$ cat src/rtl/fact_accel_if.sv
// Data-memory style bus between the datapath and the factorial accelerator.
//   we    master->slave  write enable (already address-decoded)
//   a     master->slave  word offset
//   wd    master->slave  write data
//   rd    slave->master  read data, combinational from a
//   busy  slave->master  accelerator is computing
interface fact_accel_if #(
    parameter int unsigned WIDTH = 32
);
    logic             we;
    logic [1:0]       a;
    logic [WIDTH-1:0] wd;
    logic [WIDTH-1:0] rd;
    logic             busy;

    modport master (output we, a, wd, input rd, busy);
    modport slave  (input we, a, wd, output rd, busy);
endinterface

$ cat src/rtl/fact_accel.sv
// Memory-mapped factorial accelerator: datapath writes N and GO, polls STATUS,
// then reads RESULT = N!. One multiply per cycle while in CALC.
//   clk  clock, rising edge
//   rst  synchronous active-high reset
//   bus  fact_accel_if slave: we/a/wd in, rd/busy out
//        offsets 0=N, 1=GO (reads busy), 2=STATUS {err,done}, 3=RESULT
module fact_accel #(
    parameter int unsigned WIDTH = 32,
    parameter int unsigned NBITS = 4,
    parameter int unsigned MAX_N = 12
) (
    input  logic         clk,
    input  logic         rst,
    fact_accel_if.slave  bus
);

    localparam int unsigned PW = WIDTH + NBITS;
    localparam logic [NBITS-1:0] MAX_N_L = NBITS'(MAX_N);

    localparam logic [1:0] IDLE = 2'd0;
    localparam logic [1:0] CALC = 2'd1;
    localparam logic [1:0] DONE = 2'd2;

    logic [1:0]       state, state_nxt;
    logic [NBITS-1:0] n, n_nxt;
    logic [NBITS-1:0] cnt, cnt_nxt;
    logic [WIDTH-1:0] prod, prod_nxt;
    logic             done, done_nxt;
    logic             err, err_nxt;
    logic             start;
    logic [PW-1:0]    prod_full;

    // Full-width product; MAX_N bounds keep the upper bits zero on the legal path
    assign prod_full = {{NBITS{1'b0}}, prod} * {{WIDTH{1'b0}}, cnt};

    // State and register file
    always_ff @(posedge clk) begin
        if (rst) begin
            state <= IDLE;
            n     <= '0;
            cnt   <= '0;
            prod  <= WIDTH'(1);
            done  <= 1'b0;
            err   <= 1'b0;
        end else begin
            state <= state_nxt;
            n     <= n_nxt;
            cnt   <= cnt_nxt;
            prod  <= prod_nxt;
            done  <= done_nxt;
            err   <= err_nxt;
        end
    end

    // Next-state and register update logic
    always_comb begin
        state_nxt = state;
        n_nxt     = n;
        cnt_nxt   = cnt;
        prod_nxt  = prod;
        done_nxt  = done;
        err_nxt   = err;
        start     = bus.we && (bus.a == 2'd1) && bus.wd[0] && (state != CALC);

        // N is frozen while a computation is in flight
        if (bus.we && (bus.a == 2'd0) && (state != CALC)) begin
            n_nxt = bus.wd[NBITS-1:0];
        end

        case (state)
            IDLE, DONE: begin
                if (start) begin
                    done_nxt = 1'b0;
                    err_nxt  = 1'b0;
                    if (n > MAX_N_L) begin
                        err_nxt   = 1'b1;
                        done_nxt  = 1'b1;
                        prod_nxt  = '0;
                        state_nxt = DONE;
                    end else begin
                        cnt_nxt   = n;
                        prod_nxt  = WIDTH'(1);
                        state_nxt = CALC;
                    end
                end
            end
            CALC: begin
                if (cnt <= NBITS'(1)) begin
                    done_nxt  = 1'b1;
                    state_nxt = DONE;
                end else begin
                    prod_nxt = prod_full[WIDTH-1:0];
                    cnt_nxt  = cnt - NBITS'(1);
                end
            end
            default: state_nxt = IDLE;
        endcase
    end

    assign bus.busy = (state == CALC);

    // Same-cycle read mux, like a data memory
    always_comb begin
        bus.rd = '0;
        case (bus.a)
            2'd0: bus.rd = {{(WIDTH-NBITS){1'b0}}, n};
            2'd1: bus.rd = {{(WIDTH-1){1'b0}}, bus.busy};
            2'd2: bus.rd = {{(WIDTH-2){1'b0}}, err, done};
            default: bus.rd = err ? '0 : prod;
        endcase
    end

endmodule

$ cat src/flat_wrapper.sv
// flat-port wrapper written by rule: the top's interface ports become plain ports
module fact_accel_flat 
#(
    parameter int unsigned WIDTH = 32,
    parameter int unsigned NBITS = 4,
    parameter int unsigned MAX_N = 12
)
  (clk, rst, bus_we, bus_a, bus_wd, bus_rd, bus_busy);
  fact_accel_if #(.WIDTH(WIDTH)) bus_i ();
  input  logic clk;
  input  logic rst;
  input wire logic [$bits(bus_i.we)-1:0] bus_we;
  input wire logic [$bits(bus_i.a)-1:0] bus_a;
  input wire logic [$bits(bus_i.wd)-1:0] bus_wd;
  output wire logic [$bits(bus_i.rd)-1:0] bus_rd;
  output wire logic [$bits(bus_i.busy)-1:0] bus_busy;
  assign bus_i.we = bus_we;
  assign bus_i.a = bus_a;
  assign bus_i.wd = bus_wd;
  assign bus_rd = bus_i.rd;
  assign bus_busy = bus_i.busy;
  fact_accel #(.WIDTH(WIDTH), .NBITS(NBITS), .MAX_N(MAX_N)) u_core (.clk(clk), .rst(rst), .bus(bus_i));
endmodule
$ cat config.mk
export PLATFORM = sky130hd
export DESIGN_NAME = fact_accel_flat
export DESIGN_NICKNAME = d
export VERILOG_FILES = /design/src/rtl/fact_accel_if.sv /design/src/rtl/fact_accel.sv /design/src/flat_wrapper.sv
export SDC_FILE = /design/constraint.sdc
export NUM_CORES = 1
export LEC_CHECK = 0
export BUFFER_PORTS_ARGS = -buffer_cell sky130_fd_sc_hd__clkbuf_2
export CAP_MARGIN = 20
export CORE_MARGIN = 5
export CORE_UTILIZATION = 25
export DETAILED_ROUTE_END_ITERATION = 10
export PLACE_DENSITY = 0.49
export SLEW_MARGIN = 30
export SYNTH_ARGS = -nofsm -noshare
export SYNTH_HDL_FRONTEND = slang
export SYNTH_SLANG_ARGS = --single-unit
$ cat constraint.sdc
create_clock -name clk -period 4.17 [get_ports clk]
set_input_delay 0.2085 -clock clk [delete_from_list [all_inputs] [get_ports clk]]
set_output_delay 0.2085 -clock clk [all_outputs]
set_load 0.005 [all_outputs]
# Word-level counts from Yosys, hierarchy flattened
# Index checks and enable logic that the tools add are counted.
# word_totals
input_bits	37
ff_bits	44
wordCells	51
# op_classes
addsub	1
magnitude_cmp	2
n_eq_ne	9
n_mul	1
muxes	18
reduce_logical	14
# ops
operator	count
32-bit 2-to-1 mux	3
32-bit case mux with 3 select lines	1
32-bit case mux with 2 select lines	1
32-bit by 4-bit multiplier with 32-bit output	1
4-bit 2-to-1 mux	3
4-bit case mux with 2 select lines	1
2-bit 2-to-1 mux	3
2-bit by 1-bit inequality test with 1-bit output, second input constant	3
3-bit AND reduction	2
1-bit logical AND	5
2-bit by 1-bit equality test with 1-bit output, second input constant	2
2-bit equality test, second input constant	2
4-bit > comparator, second input constant	1
4-bit by 1-bit less-or-equal comparator with 1-bit output, second input constant	1
2-bit logical NOT	2
1-bit 2-to-1 mux	4
2-bit inequality test, second input constant	2
2-bit case mux with 2 select lines	1
2-bit AND reduction	2
4-bit AND reduction	1
4-bit by 1-bit subtractor with 4-bit output, second input constant	1
1-bit case mux with 2 select lines	1
2-bit nonzero test	1
2-bit OR reduction	1

# Depth between registers and ports, before layout
# depth
depth_word	6
ltp_mapped	16
ltp_nobuf	13

# Worst setup path after synthesis
# Ideal clock, no wire load.
# synth_path
path_type	flip-flop to flip-flop
from	register u_core.cnt[2]
to	register u_core.prod[28]
slack_ns	0.294
arrival_ns	3.758
period_less_slack_ns	3.876
setup_time_ns	0.117
path_stages_with_launch	15
cell_sequence	dfxtp_1 clkbuf_1 clkbuf_1 nand2_1 fa_1 fa_1 inv_1 fa_1 a21o_1 a311o_1 a21oi_2 a31oi_1 o211ai_1 nand3_1 a32o_1
# synth_via
elab_chain_cells	3
word_cells_on_any_way	6
# synth_lines
element	line	source
start: declaration	fact_accel.sv:26	logic [NBITS-1:0] cnt, cnt_nxt;
start signal: assignment	fact_accel.sv:48	cnt <= cnt_nxt;
32-bit by 4-bit multiplier with 32-bit output / 4-bit by 1-bit less-or-equal comparator with 1-bit output (equally long branches)	fact_accel.sv:34, fact_accel.sv:88	
32-bit 2-to-1 mux / 2-bit inequality test (equally long branches)	n/a	
32-bit case mux with 2 select lines / 3-bit AND reduction (equally long branches)	n/a	
end signal: assignment	fact_accel.sv:49	prod <= prod_nxt;
end: declaration	fact_accel.sv:27	logic [WIDTH-1:0] prod, prod_nxt;
# Several ways; a longest one is shown, not always the timed one. The select of a mux whose other input is x is not followed.
# A chain may end at the register's enable or synchronous reset.

# Worst setup path in the final report
# layout_path
from	register u_core.cnt[3]
to	register u_core.prod[23]
# Same word-level chain as after synthesis.

==> flow_summary.rst <==
.. list-table::
   :header-rows: 1

   * - Metric
     - Value
   * - Number of max-cap violations
     - 0
   * - Placer Congestion
     - 0.807
   * - Cell area after technology mapping
     - 5800 µm²
   * - Overall Global Routing Usage
     - 0.123
   * - Post-route clock period utilization
     - 0.947
   * - Main synth FF type
     - sky130_fd_sc_hd__dfxtp_1
   * - Post-Syn Instances
     - 757
   * - Via count of the first global-routing pass
     - 5121
   * - Delay of the slowest cell on the worst path
     - 0.54 ns
   * - Diode insertion count for antenna repair
     - 0
   * - Overflow left after global routing
     - 0
   * - Top cell types by occurrence after synthesis
     - sky130_fd_sc_hd__and2_1, sky130_fd_sc_hd__inv_1, sky130_fd_sc_hd__nand2_1
   * - Share of flip-flops with an asynchronous set or reset
     - 0
   * - Count of H-tree levels built during CTS
     - 2
   * - Number of different library cells in the post-synthesis netlist
     - 56
   * - Number of buffers added to fix hold violations after cts
     - 0
   * - Worst-path cell chain
     - buf_4 -> and2_1 -> fa_1 -> inv_1 -> fa_1 -> inv_1 -> ha_1 -> a21o_1 -> a31o_2 -> o2111a_1 -> o21bai_2 -> a21oi_1 -> or3_1 -> a32o_1
   * - Final ANT Viol Nets
     - 0
   * - Iteration count of the initial detailed-routing pass
     - 5
   * - Critical path capture point type
     - register
   * - Die Span Y
     - 162 µm
   * - Peak supply drop
     - 0.000139 V
   * - Post-Syn Nets
     - 885
   * - Ranking of synthesized cells by area
     - sky130_fd_sc_hd__fa_1, sky130_fd_sc_hd__dfxtp_1, sky130_fd_sc_hd__and2_1, sky130_fd_sc_hd__inv_1, sky130_fd_sc_hd__ha_1
   * - Power density cells
     - 138 nW/µm²
   * - Number of flops mapped to enable cells by yosys
     - 0
   * - Vias per cell
     - 4.70
   * - GR peak layer
     - met2
   * - Launching element type of the critical path
     - register
   * - Number of DRC violations after detailed routing
     - 0
   * - Core box area
     - 22700 µm²
   * - Final net count
     - 917
   * - Required time of the critical path
     - 4.36 ns
   * - Clock edge transition at the registers on the reported setup and hold paths
     - 0.07 ns
   * - Initial standard-cell utilization of the core
     - 0.255
   * - Critical path arrival
     - 4.14 ns
   * - Cell chosen for the clock root
     - sky130_fd_sc_hd__clkbuf_16
   * - Count of vias placed by the detailed router
     - 5057
   * - Peak clock frequency supported by timing
     - 0.253 GHz
   * - Met1 track demand over resource in global routing
     - 0.176
   * - Detailed-route wire length
     - 15700 µm
   * - Post-DP HPWL
     - 12100 µm
   * - Clock buffer count from CTS
     - 5
   * - Fraction of layout cells with a size suffix above 1
     - 0.0987
   * - Post-route worst hold slack
     - 0.142 ns
   * - Starting DRC count in detailed routing
     - 352
   * - # placed instances
     - 1067
   * - Post-layout min period
     - 3.95 ns
   * - Fraction of synthesized cell area taken by the top area cell type
     - 0.197
   * - Number of warnings issued by yosys
     - 0
   * - Final Instance Area
     - 6540 µm²
   * - Hold Fails Final Rpt
     - 0
   * - Avg Synthesized Cell Area
     - 7.66 µm²
   * - Clk Latency, worst-skew pair
     - 0.30 ns
   * - Status
     - completed
   * - Cell Count, Final, Fillers Out
     - 1075
   * - CP Class
     - reg2reg
   * - Synth area leader
     - sky130_fd_sc_hd__fa_1
   * - Total number of placement rows
     - 55
   * - Die outline area
     - 26300 µm²
   * - Deepest clock path buffer count
     - 2
   * - Chip Width
     - 162 µm
   * - Setup Viol. Count Final
     - 0
   * - Number of post-CTS setup repair buffers
     - 0
   * - Clock tree from TritonCTS
     - built
   * - Ports placed on the boundary
     - 70
   * - Clk_skew
     - 0.00593 ns
   * - Pin count of the biggest net entering global routing
     - 36
   * - Worst-case headroom to the max-slew limit
     - 0.483
   * - IO buf count
     - 41
   * - Register area share after synthesis
     - 0.152
   * - Post-CTS Resized
     - 0
   * - Number of antenna violations at the first check in global routing
     - 0
   * - Leakage component of the power
     - 3.09 nW
   * - Unrepaired setup endpoints after global routing
     - false
   * - M3 GR Usage
     - 0.0157
   * - Fin. max-slew vios
     - 0
   * - Grt met2 use
     - 0.203
   * - Synth-to-layout area growth
     - 12.7%
   * - Post-Place Cell Area
     - 6380 µm²
   * - First-pass GRT wire length
     - 26900 µm
   * - #FFs+latches synth
     - 44
   * - Cell with the largest stage delay on the worst path
     - sky130_fd_sc_hd__fa_1
   * - Number of sinks on the clock net
     - 44
   * - Most repeated cell in the gate-level netlist after synthesis
     - sky130_fd_sc_hd__and2_1
   * - Post-detailed-route wirelength per cell
     - 14.6 µm
   * - CP max FO
     - 15
   * - Post-route setup TNS
     - 0 ns
   * - Type of the tightest min-delay check
     - in2reg
   * - Actual transition at the worst max-transition pin
     - 0.776 ns
sequential cells by signal, indices dropped and copies added (netlist names):
name and cells:
u_core.prod 32, u_core.err 1, u_core.cnt 4, u_core.n 4
u_core.state 2, u_core.done 1
worst max-delay path: cells and delay by family (launching register included):
kind	cells	cell delay (ns)
AOI/OAI and AO/OA	6	1.32
adders and majority gates	3	1.42
buffers and inverters	3	0.28
DFF	1	0.31
and+or+nand+nor	2	0.52
path summary, 6_finish.rpt:
path,start,to,slack (ns),depth (start not counted)
max reg2reg,u_core.cnt[3],u_core.prod[23],0.22,14
min reg2reg,u_core.done,u_core.done,0.48,1
min,bus_wd[3],u_core.n[3],0.14,3
max,u_core.cnt[3],u_core.prod[23],0.22,14
where the power goes:
part	switching, mW	leakage (nW)	internal [mW]
Combinational	0.0286	2.67	0.0129
Sequential	0.00304	0.355	0.423
Clock	0.195	0.0691	0.239
Total	0.227	3.09	0.675
routing by layer:
metal / share of wire / vias to the layer above / wire, µm
met5: 0 / - / 0
met3: 0.028 / 7 / 434
met1: 0.50 / 2459 / 7880
met4: 0.0076 / 0 / 120
met2: 0.46 / 74 / 7260
li1: - / 2517 / -
area by class of cell:
type                       instances  area (µm²)
fill                            2544       16200
multi-input combinational        566        4370
sequential                        44         881
inverter                         114         428
tap                              285         357
timing repair buffer              58         345
clock buffer                       6         139
clock inverter                     2        15.0
stage by stage:
step / util / setup WS [ns] / power, mW
floorplan: - / 0.294 / 0.459
global placement: 0.281 / 0.258 / 0.478
detailed placement: 0.281 / 0.227 / 0.478
CTS: 0.288 / 0.199 / 0.915
global route: 0.288 / 0.0136 / 0.931
finish: 0.288 / 0.223 / 0.902
cell families (layout without fill, tap and decap cells):
logic type      count (synthesis)  after routing  synth area share
simple gates                  295            295             0.261
mux                             7              7            0.0121
compound gates                149            149             0.173
fa+ha+maj                      91             91             0.270
buf+inv                       147            180            0.0954
flops                          44             44             0.152
xor+xnor                       24             24            0.0362
cells in the final DEF (no fill, tap or decap), drive strengths merged, types with 7 or more instances in the layout:
cell type | synthesis | layout
a21o | 14 | 14
a21oi | 36 | 36
a22oi | 10 | 10
a31oi | 7 | 7
and2 | 116 | 116
buf | 1 | 17
clkbuf | 32 | 47
dfxtp | 44 | 44
fa | 57 | 57
ha | 34 | 34
inv | 114 | 114
mux2i | 7 | 7
nand2 | 81 | 81
nand4 | 7 | 7
nor2 | 48 | 48
nor3 | 11 | 11
o211ai | 8 | 8
o21ai | 36 | 36
xnor2 | 13 | 13
xor2 | 11 | 11
(Power assumes the default switching activity.)
